**src/rtl/lcd_sequencer_if.sv**
```systemverilog
// Host-side signal bundle of the LCD sequencer: refresh control, host command
// handshake and the command word / status driven toward the display datapath.
interface lcd_sequencer_if;
  logic        i_refresh_en;
  logic [6:0]  i_addr;
  logic        i_req;
  logic [7:0]  i_cmd;
  logic        o_ack;
  logic [10:0] o_comm;
  logic        o_ready;
  logic        o_busy;

  modport master (
    output i_refresh_en, i_addr, i_req, i_cmd,
    input  o_ack, o_comm, o_ready, o_busy
  );

  modport slave (
    input  i_refresh_en, i_addr, i_req, i_cmd,
    output o_ack, o_comm, o_ready, o_busy
  );
endinterface

```
**src/rtl/lcd_sequencer.sv**
```systemverilog
// HD44780 command sequencer: power-up wait, init sequence, periodic frame refresh
// (set-address + SIZE slot writes) and host commands merged between frames.
module lcd_sequencer #(
  parameter int SIZE      = 4,
  parameter int T_PWR     = 750000,
  parameter int T_CMD     = 2000,
  parameter int T_CLR     = 82000,
  parameter int T_REFRESH = 500000,
  parameter int CW        = 20
) (
  input  logic             i_clk,
  input  logic             i_rst_n,
  lcd_sequencer_if.slave   bus
);

  localparam logic [10:0]   IDLE    = 11'h200;
  localparam logic [CW-1:0] PWR_LD  = CW'(T_PWR);
  localparam logic [CW-1:0] CMD_M1  = CW'(T_CMD - 1);
  localparam logic [CW-1:0] CLR_M1  = CW'(T_CLR - 1);
  localparam logic [CW-1:0] REF_LD  = CW'(T_REFRESH);
  localparam logic [8:0]    N_SLOTS = 9'(SIZE);
  localparam logic [8:0]    N_INIT  = 9'd4;

  typedef enum logic [2:0] {
    S_PWR, S_INIT, S_HUB, S_USER, S_ADDR, S_DATA
  } state_t;

  state_t        state, state_d;
  logic [CW-1:0] cnt, cnt_d;
  logic [CW-1:0] gap, gap_d;
  logic [8:0]    idx, idx_d;
  logic          ready_d;
  logic          issue;
  logic          ack_d;
  logic [10:0]   word;

  function automatic logic [7:0] init_byte(input logic [1:0] i);
    case (i)
      2'd0:    return 8'h38;
      2'd1:    return 8'h0C;
      2'd2:    return 8'h06;
      default: return 8'h01;
    endcase
  endfunction

  // Clear and home need the long settle time; data slot indices never do.
  function automatic logic [CW-1:0] spacing_m1(input logic [10:0] w);
    if (!w[10] && (w[7:0] inside {8'h01, 8'h02, 8'h03})) return CLR_M1;
    return CMD_M1;
  endfunction

  // NOTE: sequential state uses non-blocking assignments so every register
  // samples the pre-edge values regardless of statement order.
  always_ff @(posedge i_clk or negedge i_rst_n) begin
    if (!i_rst_n) begin
      state       <= S_PWR;
      cnt         <= PWR_LD;
      gap         <= '0;
      idx         <= '0;
      bus.o_ready <= 1'b0;
      bus.o_comm  <= IDLE;
      bus.o_ack   <= 1'b0;
      bus.o_busy  <= 1'b1;
    end else begin
      state       <= state_d;
      cnt         <= cnt_d;
      gap         <= gap_d;
      idx         <= idx_d;
      bus.o_ready <= ready_d;
      bus.o_comm  <= word;
      bus.o_ack   <= ack_d;
      bus.o_busy  <= (state_d != S_HUB);
    end
  end

  // NOTE: every combinational output gets a default first, so no path can
  // leave it unassigned and infer a latch.
  always_comb begin
    issue = 1'b0;
    ack_d = 1'b0;
    word  = IDLE;
    unique case (state)
      S_INIT: if (cnt == '0 && idx < N_INIT) begin
        issue = 1'b1;
        word  = {3'b000, init_byte(idx[1:0])};
      end
      S_HUB: begin
        if (bus.i_req) begin
          issue = 1'b1;
          ack_d = 1'b1;
          word  = {3'b000, bus.i_cmd};
        end else if (bus.i_refresh_en && gap == '0) begin
          issue = 1'b1;
          word  = {4'b0001, bus.i_addr};
        end
      end
      S_ADDR: if (cnt == '0) begin
        issue = 1'b1;
        word  = {3'b101, 8'd0};
      end
      S_DATA: if (cnt == '0 && idx < N_SLOTS) begin
        issue = 1'b1;
        word  = {3'b101, idx[7:0]};
      end
      default: ;
    endcase
  end

  always_comb begin
    state_d = state;
    cnt_d   = cnt;
    gap_d   = gap;
    idx_d   = idx;
    ready_d = bus.o_ready;
    if (issue) cnt_d = spacing_m1(word);
    unique case (state)
      S_PWR: begin
        if (cnt <= CW'(1)) begin
          state_d = S_INIT;
          cnt_d   = '0;
          idx_d   = '0;
        end else begin
          cnt_d = cnt - CW'(1);
        end
      end
      S_INIT: begin
        if (issue) begin
          idx_d = idx + 9'd1;
        end else if (cnt != '0) begin
          cnt_d = cnt - CW'(1);
        end else begin
          state_d = S_HUB;
          ready_d = 1'b1;
          gap_d   = '0;
        end
      end
      S_HUB: begin
        if (issue) begin
          state_d = ack_d ? S_USER : S_ADDR;
        end else if (gap != '0) begin
          gap_d = gap - CW'(1);
        end
      end
      S_USER: begin
        if (cnt != '0) cnt_d = cnt - CW'(1);
        else           state_d = S_HUB;
      end
      S_ADDR: begin
        if (issue) begin
          state_d = S_DATA;
          idx_d   = 9'd1;
        end else begin
          cnt_d = cnt - CW'(1);
        end
      end
      S_DATA: begin
        if (issue) begin
          idx_d = idx + 9'd1;
        end else if (cnt != '0) begin
          cnt_d = cnt - CW'(1);
        end else begin
          state_d = S_HUB;
          gap_d   = REF_LD;
        end
      end
      default: state_d = S_PWR;
    endcase
  end

endmodule

```
**src/flat_wrapper.sv**
```systemverilog
// flat-port wrapper written by rule: the top's interface ports become plain ports
module lcd_sequencer_flat 
#(
  parameter int SIZE      = 4,
  parameter int T_PWR     = 750000,
  parameter int T_CMD     = 2000,
  parameter int T_CLR     = 82000,
  parameter int T_REFRESH = 500000,
  parameter int CW        = 20
)
  (i_clk, i_rst_n, bus_i_refresh_en, bus_i_addr, bus_i_req, bus_i_cmd, bus_o_ack, bus_o_comm, bus_o_ready, bus_o_busy);
  lcd_sequencer_if bus_i ();
  input  logic i_clk;
  input  logic i_rst_n;
  input wire logic [$bits(bus_i.i_refresh_en)-1:0] bus_i_refresh_en;
  input wire logic [$bits(bus_i.i_addr)-1:0] bus_i_addr;
  input wire logic [$bits(bus_i.i_req)-1:0] bus_i_req;
  input wire logic [$bits(bus_i.i_cmd)-1:0] bus_i_cmd;
  output wire logic [$bits(bus_i.o_ack)-1:0] bus_o_ack;
  output wire logic [$bits(bus_i.o_comm)-1:0] bus_o_comm;
  output wire logic [$bits(bus_i.o_ready)-1:0] bus_o_ready;
  output wire logic [$bits(bus_i.o_busy)-1:0] bus_o_busy;
  assign bus_i.i_refresh_en = bus_i_refresh_en;
  assign bus_i.i_addr = bus_i_addr;
  assign bus_i.i_req = bus_i_req;
  assign bus_i.i_cmd = bus_i_cmd;
  assign bus_o_ack = bus_i.o_ack;
  assign bus_o_comm = bus_i.o_comm;
  assign bus_o_ready = bus_i.o_ready;
  assign bus_o_busy = bus_i.o_busy;
  lcd_sequencer #(.SIZE(SIZE), .T_PWR(T_PWR), .T_CMD(T_CMD), .T_CLR(T_CLR), .T_REFRESH(T_REFRESH), .CW(CW)) u_core (.i_clk(i_clk), .i_rst_n(i_rst_n), .bus(bus_i));
endmodule
```
**config.mk**
```make
export PLATFORM = sky130hd
export DESIGN_NAME = lcd_sequencer_flat
export DESIGN_NICKNAME = d
export VERILOG_FILES = /design/src/rtl/lcd_sequencer_if.sv /design/src/rtl/lcd_sequencer.sv /design/src/flat_wrapper.sv
export SDC_FILE = /design/constraint.sdc
export NUM_CORES = 1
export LEC_CHECK = 0
export BUFFER_PORTS_ARGS = -buffer_cell sky130_fd_sc_hd__buf_2
export CORE_ASPECT_RATIO = 0.75
export CORE_MARGIN = 1.5
export CORE_UTILIZATION = 45
export CTS_BUF_LIST = sky130_fd_sc_hd__clkbuf_4 sky130_fd_sc_hd__clkbuf_8
export CTS_CLUSTER_SIZE = 14
export DETAILED_ROUTE_END_ITERATION = 7
export GPL_TIMING_DRIVEN = 0
export RECOVER_POWER = 100
export SYNTH_ARGS = -nofsm -noshare
export SYNTH_HDL_FRONTEND = slang
export SYNTH_SLANG_ARGS = --single-unit
```
**constraint.sdc**
```tcl
create_clock -name i_clk -period 2.7 [get_ports i_clk]
set_clock_uncertainty 0.15 [all_clocks]
set_input_delay 0.27 -clock i_clk [delete_from_list [all_inputs] [get_ports i_clk]]
set_output_delay 0.27 -clock i_clk [all_outputs]
set_load 0.05 [all_outputs]
```
== Word-level counts from Yosys, hierarchy flattened ==
Index checks and enable logic that the tools add are counted.
Cells by class
  add/subtract/negate cells: 3
  $mul: 0
  div/mod/pow operators: 0
  $lt $le $gt $ge: 2
  equality and inequality tests: 20
  shift-type cells: 0
  muxes and demuxes: 42
  bitwise logic cells: 2
  reductions and logical operators: 17
Operator list (number)
  $mux 20: 13
  $pmux 20 s4: 1
  $pmux 20 s3: 1
  $pmux 11 s4: 1
  $logic_not 20->1: 2
  $reduce_bool 20->1: 2
  $sub 20x1->20 const B: 2
  $mux 11: 3
  $mux 9: 3
  $pmux 9 s3: 1
  $le 20x1->1 const B: 1
  $mux 10: 2
  $mux 3: 6
  $pmux 6 s3: 1
  $eq 8x2->1 const B: 2
  $pmux 3 s5: 1
  $ne 2x2->1 const B: 5
  $add 9x1->9 const B: 1
  $lt 9x3->1 const B: 1
  $reduce_bool 3->1: 3
  $eq 8x1->1 const B: 1
  $mux 1: 8
  $ne 2x1->1 const B: 4
  $reduce_and 7->1: 1
  other kinds (15): 20
Word-level totals
  bits in registers: 66
  latch bits: 0
  RAM bits: 0
  bits in read-only memories: 0
  input port bits: 19
  output and inout bits: 14
  logic and storage cells: 94
  memories kept: 0

== Logic depth before layout (Yosys ltp) ==
  depth after elaboration: 15
  gate-level depth with buffers: 11
  depth with buffers taken out: 10

== Worst setup path before layout ==
Ideal clock, no wire load.
  kind: register to register
  from: reg u_core.cnt[6]
  to: reg u_core.cnt[15]
  setup time: 0.121 ns
  data arrival time: 2.227 ns
  required time: 2.429 ns
  setup slack: 0.202 ns
  stages on the path, launching flop included: 9
  buffers on the path: 1
  period minus slack after synthesis: 2.498 ns
  cell sequence: dfrtp_1 > nor4_4 > nand4_2 > or2_4 > a221oi_4 > or2_1 > buf_6 > o21ai_1 > a22o_1
On the way
  word-level cells in the longest chain between the ends: 14
  elaborated cells on any way between the ends: 27
  classes of those cells: 1 x add/sub; 1 x order compare; 3 x eq/ne; 16 x mux; 6 x reduce/logical
RTL lines
  start: declaration: line lcd_sequencer.sv:29  | logic [CW-1:0] cnt, cnt_d;
  start signal: assignment: line lcd_sequencer.sv:66  | cnt <= cnt_d;
  $logic_not 20->1: line lcd_sequencer.sv:83, lcd_sequencer.sv:97, lcd_sequencer.sv:101
  $logic_and 1x1->1: line lcd_sequencer.sv:83, lcd_sequencer.sv:101
  $mux 11 or $mux 10 (tied branches): line lcd_sequencer.sv:101, lcd_sequencer.sv:83
  $pmux 11 s4: line lcd_sequencer.sv:82  | unique case (state)
  $eq 8x1->1 or $eq 8x2->1 (tied branches): line lcd_sequencer.sv:48  | if (!w[10] && (w[7:0] inside {8'h01, 8'h02, 8'h03})) return CLR_M1;
  $reduce_bool 3->1: line lcd_sequencer.sv:48
  $logic_and 1x1->1: line lcd_sequencer.sv:48
  $mux 1: line lcd_sequencer.sv:48
  $mux 1: line lcd_sequencer.sv:115  | if (issue) cnt_d = spacing_m1(word);
  $mux 20: line lcd_sequencer.sv:49  | return CMD_M1;
  $mux 20: line lcd_sequencer.sv:115
  $mux 20: line lcd_sequencer.sv:129, lcd_sequencer.sv:145, lcd_sequencer.sv:159
  $mux 20: line lcd_sequencer.sv:127  | if (issue) begin
  $pmux 20 s4 *: line lcd_sequencer.sv:116  | unique case (state)
  named net u_core.cnt_d[15]: line lcd_sequencer.sv:29
The timed path passes the listed nets; every way through them passes the cells marked *. The select of a mux whose other input is x is not followed.
A chain may end at the register's enable or synchronous reset.

== Final worst setup path ==
  from: reg u_core.cnt[5]
  to: reg u_core.cnt[16]
Same word-level chain as after synthesis.

==> flow_summary.ini <==
[synthesis]
yosys_most_used_dff = dfrtp_1
ys_ff_latch = 65
syn-cell-area_um2 = 3820
syn_inst = 426
yosysSeqAreaShare_pct = 42.9
async_flop_share_pct = 100
yosys.cell_types.count = 67
synth_nets = 454
ys.warnings.count = 0
synth_edf_count = 0
avgSynthCellArea_um2 = 8.97

[layout]
diodes = 0
nets = 526
final_util_pct = 59.1
fin_cells = 608
synthToLayoutAreaGrowth_pct = 24.6
fillers = 699
drive_above_1_share_pct = 23.1

[worst_setup_path]
arrival_ps = 2750
cp_max_fo = 6
endpoint_kind = register
critPathRequiredTime_ps = 2830
reg2regPathDepth = 7
r2r-end = u_core.cnt[16]
critPathKind = reg2reg
ff2ff_setup_slack_ps = 70
start_kind = register
timing.rr.start = u_core.cnt[5]

[power_and_ir_drop]
peakVddDrop_uv = 271
power_density_nw_per_um2 = 402
p_leak_uw = 0.00206

[floorplan]
fp.dieH_um = 82.8
initial_core_util_pct = 47.4
core_area_um2 = 8060
num_rows = 28
die_w_um = 109
ios = 33
dieArea_um2 = 9060

[grt]
grt_pass1_vias = 3371
grt_use_total_pct = 23.8
antenna_found_initial = 0
grt_first_pass_wirelength_um = 16800
grt-ovfl-total = 0
grt_start_max_net_pins = 66

[sta]
fin_ws_ps = 74.6
hold_viol = 0
max_freq_mhz = 381
fin_tns_setup_ps = 0
fin_crit_sh_pct = 97.2
timing.hold.ws_ps = 29.5
worstMarginPinSlew_ps = 1620
max-slew-margin-rel_pct = -8.02
period_minus_slack_ps = 2630
setup_viol = 0
rsz0062_at_grt = yes
report.final.slew_viol_count = 66

[min_path]
hold_start = bus_i_cmd[6]
holdCritPathClass = in2reg
hold_end = u_core.bus.o_comm[6]
hold_depth = 2

[clock_tree]
cts_tree = done
clock_sinks = 65
worst_setup_hold_path_clk_slew_ps = 70
clk_latency_ps = 350
htree_levels = 3
cts_buffers = 9
root_buffer = clkbuf_8
cts_buffer_depth = 2

[place]
placed_cells = 563
place_ws_ps = -334
dp_hpwl_um = 6950
port_buffers = 32
place_congestion = 0.847

[route]
via_per_inst = 5.85
wl_per_cell_um = 17.2
drtIter0Drc = 249
num_vias = 3557
drt-total-wl_um = 10400
first_pass_iters = 5
ant_nets = 0
drc = 0

[outcome]
violations = capacitance limit, slew limit
status = complete, but fails checks

[run]
cap_violations = 1
[metal layers]
metal | vias to the layer above | GRT usage [%] | part of all wire, %
li1 | 1720 | - | -
met1 | 1725 | 35.4 | 50
met2 | 100 | 33.8 | 43
met3 | 12 | 6.75 | 6.2
met4 | 0 | 6.14 | 1.1
met5 | - | 0 | 0
[registers in the layout (all words and copies together) (netlist names)]
name                count
u_core.cnt             20
u_core.gap             20
u_core.bus.o_comm      10
u_core.idx              9
u_core.state            3
u_core.bus.o_ack        1
u_core.bus.o_busy       1
u_core.bus.o_ready      1
[what timing repair did]
| action | in CTS | in global routing |
|---|---|---|
| buffers inserted | 7 | 11 |
| pin swaps | 4 | 12 |
| gates cloned | 0 | 1 |
| endpoints found under the setup margin | 44 | 35 |
| hold endpoints to repair | 61 | 0 |
| hold buffers | 10 | 0 |
| gates resized for setup | 17 | 22 |
[report_power, final]
| part | switching [uW] | leakage, uW | total (uW) | internal [uW] |
|---|---|---|---|---|
| logic | 28.3 | 0.00113 | 47.1 | 18.8 |
| clock network | 372 | 0.000114 | 893 | 522 |
| registers | 0 | 0.000815 | 974 | 974 |
| total | 400 | 0.00206 | 1910 | 1520 |
[cell type report]
type	instances	area [um^2]	area share [%]
Multi-Input combinational cell	328	2240	47.0
Sequential cell	65	1640	34.5
Timing Repair Buffer	60	378	7.93
Clock buffer	14	180	3.78
Tap cell	105	131	2.76
Buffer	15	83.8	1.76
Inverter	19	71.3	1.50
Clock inverter	2	35.0	0.736
[cells in the mapped netlist, types with 5 or more instances]
master,n,area share [%]
o21ai_0,29,3.8
xnor2_1,13,3.0
buf_2,5,0.65
nor2b_1,5,0.82
dfstp_2,12,8.2
nand3_1,11,1.4
o22ai_1,6,0.98
dfrtp_1,53,35
a21oi_1,24,3.1
a22o_1,5,1.1
clkbuf_1,7,0.69
nor3_1,31,4.1
ha_1,9,2.9
nor3b_1,5,0.98
inv_1,17,1.7
nor4_1,11,1.8
nor2_1,44,4.3
o21ai_1,6,0.79
a21o_1,5,0.98
or3_1,9,1.5
a31oi_1,11,1.8
o211ai_1,9,1.8
nand2_1,33,3.2
[how the worst max path moves through the flow]
| stage | startpoint | to | slack (ps) | cells past startpoint |
|---|---|---|---|---|
| global route | u_core.cnt[5] | u_core.cnt[16] | -60 | 7 |
| floorplan | u_core.cnt[6] | u_core.cnt[15] | 200 | 8 |
| CTS | u_core.cnt[0] | u_core.cnt[16] | -10 | 8 |
| global placement | u_core.cnt[0] | u_core.cnt[18] | -350 | 9 |
| finish | u_core.cnt[5] | u_core.cnt[16] | 70 | 7 |
| detailed placement | u_core.cnt[0] | u_core.cnt[15] | -330 | 9 |
[cells by family (layout without fill, tap and decap cells)]
kind of cell	count (synthesis)	in the layout	share of synthesized area [%]
simple gates	178	179	24.8
compound gates	125	125	21.9
flops	65	65	42.9
buf+inv	34	110	3.89
xor+xnor	13	13	2.98
fa+ha+maj	9	9	2.95
mux	2	2	0.524
[critical path: stages, from the launching register on]
cell	delay (ps)
dfstp_2	400
nor4_4	430
and4_2	420
nand4_1	240
o31ai_2	300
nor4b_1	90
a31o_2	330
a31o_1	190
[layout by cell type, fill, tap and decap left out, drive strengths merged, types with 5 or more instances in the layout]
cell type / n
o21ai: 36
buf: 42
inv: 18
nor3b: 6
a21oi: 24
nor3: 32
nor4: 15
or3: 9
dfstp: 12
dlygate4sd3: 10
a22o: 5
a21o: 5
ha: 9
nor2: 45
nor2b: 5
dfrtp: 53
o211ai: 9
clkbuf: 37
xnor2: 13
o22ai: 6
nand3: 11
a31oi: 11
nand2: 35
[per-stage QoR]
step	cell area (um^2)	total power [uW]
after floorplan	3820	993
after global routing	4760	1990
final	4760	1910
after detailed placement	4120	1030
after CTS	4590	1940
after global placement	4110	1030
(Power assumes the default switching activity.)
